**src/rtl/ifetch_seq_pkg.sv**
```systemverilog
// Shared definitions for the instruction-fetch sequencer: FSM encodings,
// reset PC and instruction field positions.
`ifndef IFETCH_SEQ_PKG_SV
`define IFETCH_SEQ_PKG_SV
`define PC_RESET_VAL 32'h0000_3000

package ifetch_seq_pkg;

  typedef enum logic [1:0] {
    IF_IDLE,
    IF_REQ,
    IF_WAIT,
    IF_EXEC
  } if_state_t;

  // Field positions shared with instruction_def.
  localparam int OPCODE_HI = 31;
  localparam int OPCODE_LO = 26;
  localparam int FUNCT_HI  = 5;
  localparam int FUNCT_LO  = 0;
  localparam int JIDX_W    = 26;

  function automatic logic [31:0] sext_imm16_x4(input logic [15:0] imm);
    return {{14{imm[15]}}, imm, 2'b00};
  endfunction

endpackage

`endif

```
**src/rtl/npc_calc.sv**
```systemverilog
// Combinational next-PC: jump target, taken branch or sequential pc+4.
module npc_calc
  import ifetch_seq_pkg::*;
(
  input  logic [31:0]       pc,
  input  logic [JIDX_W-1:0] jidx,
  input  logic              branch,
  input  logic              zero,
  input  logic              jump,
  output logic [31:0]       next_pc
);

  logic [31:0] p4;

  assign p4 = pc + 32'd4;

  always_comb begin
    // NOTE: default assignment first so no path leaves next_pc unassigned (no latch).
    next_pc = p4;
    if (jump) begin
      next_pc = {p4[31:28], jidx, 2'b00};
    end else if (branch && zero) begin
      next_pc = p4 + sext_imm16_x4(jidx[15:0]);
    end
  end

endmodule

```
**src/rtl/ifetch_seq.sv**
```systemverilog
// Instruction-fetch sequencer: fetches one word over a req/gnt/rvalid port,
// holds it in IR until execute completes, then advances the PC.
module ifetch_seq
  import ifetch_seq_pkg::*;
#(
  parameter logic [31:0] RESET_PC = `PC_RESET_VAL,
  parameter int          CNT_W    = 32
) (
  input  logic             clk,
  input  logic             rst_n,
  output logic             imem_req,
  output logic [31:0]      imem_addr,
  input  logic             imem_gnt,
  input  logic             imem_rvalid,
  input  logic [31:0]      imem_rdata,
  output logic [31:0]      instr,
  output logic [5:0]       OpCode,
  output logic [5:0]       funct,
  output logic             instr_valid,
  output logic [31:0]      pc,
  input  logic             ex_done,
  input  logic             Branch,
  input  logic             zero,
  input  logic             jump,
  output logic [CNT_W-1:0] retired
);

  if_state_t   state;
  logic [31:0] next_pc;

  npc_calc u_npc (
    .pc      (pc),
    .jidx    (instr[JIDX_W-1:0]),
    .branch  (Branch),
    .zero    (zero),
    .jump    (jump),
    .next_pc (next_pc)
  );

  // pc only changes on the way into REQ, so the address is stable while requesting.
  assign imem_addr = pc;
  assign OpCode    = instr[OPCODE_HI:OPCODE_LO];
  assign funct     = instr[FUNCT_HI:FUNCT_LO];

  always_ff @(posedge clk or negedge rst_n) begin
    if (!rst_n) begin
      state       <= IF_IDLE;
      pc          <= RESET_PC;
      imem_req    <= 1'b0;
      instr       <= 32'h0;
      instr_valid <= 1'b0;
      retired     <= '0;
    end else begin
      // NOTE: non-blocking assignments so every register samples pre-edge values.
      unique case (state)
        IF_IDLE: begin
          imem_req <= 1'b1;
          state    <= IF_REQ;
        end
        IF_REQ: begin
          if (imem_gnt) begin
            imem_req <= 1'b0;
            if (imem_rvalid) begin
              instr       <= imem_rdata;
              instr_valid <= 1'b1;
              state       <= IF_EXEC;
            end else begin
              state <= IF_WAIT;
            end
          end
        end
        IF_WAIT: begin
          if (imem_rvalid) begin
            instr       <= imem_rdata;
            instr_valid <= 1'b1;
            state       <= IF_EXEC;
          end
        end
        IF_EXEC: begin
          if (ex_done) begin
            pc          <= next_pc;
            retired     <= retired + CNT_W'(1);
            instr_valid <= 1'b0;
            imem_req    <= 1'b1;
            state       <= IF_REQ;
          end
        end
        default: state <= IF_IDLE;
      endcase
    end
  end

endmodule

```
**config.mk**
```make
export PLATFORM = sky130hd
export DESIGN_NAME = ifetch_seq
export DESIGN_NICKNAME = d
export VERILOG_FILES = /design/src/rtl/ifetch_seq_pkg.sv /design/src/rtl/npc_calc.sv /design/src/rtl/ifetch_seq.sv
export SDC_FILE = /design/constraint.sdc
export NUM_CORES = 1
export LEC_CHECK = 0
export CAP_MARGIN = 10
export CORE_ASPECT_RATIO = 0.9
export CORE_MARGIN = 4
export CORE_UTILIZATION = 51
export CTS_BUF_LIST = sky130_fd_sc_hd__clkbuf_2
export CTS_CLUSTER_DIAMETER = 40
export DETAILED_ROUTE_END_ITERATION = 10
export HOLD_SLACK_MARGIN = 0.12
export MAX_ROUTING_LAYER = met4
export PLACE_DENSITY = 0.89
export SYNTH_ARGS = -nofsm -noshare
export SYNTH_HDL_FRONTEND = slang
export SYNTH_SLANG_ARGS = --single-unit
```
**constraint.sdc**
```tcl
create_clock -name clk -period 4.3 [get_ports clk]
set_input_delay 0.43 -clock clk [delete_from_list [all_inputs] [get_ports clk]]
set_output_delay 0.43 -clock clk [all_outputs]
set_load 0.01 [all_outputs]
```
==> metrics.yaml <==
outcome: "completed"
hold_viol_final: 0
drc_errors: 0
finalSetupViolCount: 0
met3_usage_pct: 3.57
first_pass_iters: 5
numCtsBuffers: 9
grt_pass1_wl_um: 32400
worst_ep_required_time_ns: 4.82
synth-main-ff-cell: "dfrtp_1"
critPathKind: "reg -> reg"
drive_gt1_share_pct: 8.30
skew_ns: 0.0274
fin_crit_ns: 4.12
placedCellCount: 1055
holdPathEnd: "instr[28]"
maxCapViolCount: 0
grt_pass1_vias: 6246
fmax_mhz: 243
clkTransAtPathRegs_ns: 0.31
path_max_fanout: 6
cts-htree-levels: 3
use_met2_pct: 39.0
die_width_um: 131
synth_area_sq_um: 6950
io_buffers: 177
final_area_sq_um: 8690
hold_path_class: "in -> reg"
maxSlewHeadroom_pct: 36.2
slowest_delay_ns: 0.51
cts_max_path_buffers: 2
cp_top_family: "simple AND/OR/NAND/NOR gates"
stdcell_count: 1073
vdd_drop_max_mv: 0.438
dp_hpwl_um: 15400
pin_count: 182
cts_root_buffer: "clkbuf_2"
initial_core_util_pct: 52.0
wl_per_cell_um: 19.0
finalWirelength_um: 20400
cts_tree: "done"
fp.dieArea_sq_um: 15600
end_kind: "register"
hp-start: "imem_rdata[28]"
finish.utilization_pct: 65.0
insertion_delay_ns: 0.63
drt_iter0_drc: 503
timing.rr.start: "imem_addr[5]"
met1_usage_pct: 38.4
synth-seq-cells: 98
cts_sinks: 98
synth-edff-count: 0
syn2layout_area_growth_pct: 25.0
rows: 40
vias: 6299
antenna_found_initial: 1
crit_chain: "and3_1, and3_1, and4_1, nand4_1, xnor2_1, ha_1, a21o_1, a211oi_2, nand4_1, a211oi_2, or3b_1, a21oi_1, xor2_1, a221oi_1, o22ai_1"
place_area_sq_um: 8570
p_leak_nw: 3.67
globalplace.congestion: 0.979
synth_area_leader_cell: "dfrtp_1"
nNetsFinal: 983
grt_usage_pct: 26.9
final_antenna_net_count: 0
rr_worst_depth: 15
synth.lib_cells_used.distinct: 65
r2r_setup_slack_ns: 0.18
rr_endpoint: "imem_addr[26]"
viasPerCell: 5.87
path_buf_inv: 0
critPathLaunchType: "register"
crit_path_top_delay_cell: "dfrtp_1"
synth_area_leaders: "dfrtp_1, ha_1, xnor2_1"
post-route-period-util_pct: 95.7
worstMarginPinSlew_ns: 0.957
hold_depth: 2
core_sq_um: 13400
globalRouteOverflowTotal: 0
syn_avg_cell_area_sq_um: 9.03
power_density_nw_per_um2: 787
synth-seq-area-share_pct: 35.3
ys.warnings.count: 0
grt_busiest_layer: "met2"
grt_max_degree: 57
die_h_um: 119
synthCells: 770
cp.arrival_ns: 4.64
worst_slack_ns: 0.185
pre_cts_slack_ns: 0.280
slew_violations: 0
ys_async_sr_fraction_pct: 100
synth_top_area_share_pct: 34.6
==> power by group <==
part | switching, mW | internal (mW)
Combinational | 2.36 | 2.27
Clock | 0.352 | 0.0874
Sequential | 0.514 | 1.25
==> final cells by class <==
| cell class | count | area [sq um] |
|---|---|---|
| multi-input cells | 581 | 3980 |
| repair buffers | 189 | 1860 |
| well taps | 168 | 210 |
| clock buffers | 10 | 50.0 |
| clock inverters | 6 | 50.0 |
| flip-flops and latches | 98 | 2460 |
| diodes | 1 | 2.50 |
| inverters | 20 | 75.1 |
| fillers | 1067 | 4680 |
==> stage by stage <==
step	hold slack, ns	TNS [ns]	power [mW]
global route	0.336	-0.00201	7.31
finish	0.374	0	6.84
floorplan	0.134	0	4.72
CTS	0.348	0	6.78
global placement	0.465	0	6.22
detailed placement	0.483	0	6.31
==> layout by cell type (no fill, tap or decap), types with 22 or more instances in the layout <==
cell type / count
a21oi_1: 54
clkdlybuf4s50_1: 176
dfrtp_1: 95
ha_1: 43
mux2_2: 33
nand2_1: 87
nand3_1: 24
nand4_1: 22
nor2_1: 43
o21ai_0: 38
xnor2_1: 55
xor2_1: 29
==> worst reg2reg max path: stages (launching register included) <==
cell,delay (ns)
dfrtp_1,0.51
and3_1,0.24
and3_1,0.25
and4_1,0.36
nand4_1,0.15
xnor2_1,0.30
ha_1,0.32
a21o_1,0.22
a211oi_2,0.28
nand4_1,0.19
a211oi_2,0.33
or3b_1,0.20
a21oi_1,0.11
xor2_1,0.16
a221oi_1,0.28
o22ai_1,0.13
==> flip-flops by register name, indices dropped and copies added (netlist names) <==
signal       cells
state            2
imem_req         1
instr_valid      1
retired         32
instr           32
imem_addr       30
==> cells by family (layout without fill, tap and decap cells) <==
family | Yosys count | in the layout | synth area share [%]
AOI/OAI and AO/OA | 173 | 173 | 15.6
xor gates and xnor gates | 84 | 84 | 10.6
adders and majority gates | 44 | 44 | 8.03
buffers and inverters | 94 | 225 | 7.63
DFF | 98 | 98 | 35.3
muxes | 36 | 36 | 5.78
other | 1 | 5 | 0.0540
and+or+nand+nor | 240 | 240 | 17.0
==> worst max-delay path by stage <==
| stage | start | slack, ns | end | cells past startpoint |
|---|---|---|---|---|
| detailed placement | imem_addr[4] | 0.28 | imem_addr[26] | 15 |
| CTS | imem_addr[4] | 0.23 | imem_addr[26] | 15 |
| global route | imem_addr[5] | -0.002 | imem_addr[26] | 15 |
| finish | imem_addr[5] | 0.18 | imem_addr[26] | 15 |
| global placement | imem_addr[4] | 0.46 | imem_addr[31] | 16 |
| floorplan | imem_addr[4] | 0.83 | imem_addr[26] | 16 |
==> synthesized netlist by cell type (all sizes together), types with 2 or more instances <==
library cell   n
dfrtp         96
nand2         87
xnor2         55
a21oi         54
buf           54
nor2          44
ha            43
o21ai         43
mux2          33
xor2          29
nand3         24
nand4         23
clkbuf        20
inv           20
a211oi        16
and3          14
nor3          11
a21o          10
o211ai         8
a31oi          7
and2           7
nor2b          7
o22ai          6
or3            6
and4           5
o21bai         5
nor4           4
a221oi         3
mux2i          3
nand2b         3
o21a           3
a221o          2
a32oi          2
dfstp          2
o32ai          2
==> repair_timing <==
item                                    4_1_cts  5_1_grt
setup buffers                                 0        0
endpoints found under the hold margin        53        0
endpoints found under the setup margin        0        6
resized for setup                             0        2
hold buffers                                  1        0
==> layer usage <==
layer	vias to the layer above	wire length, um
met5	-	0
met4	0	522
met3	41	1440
met2	280	9360
met1	3026	9040
li1	2952	-
Power figures use the tool's default switching activity.
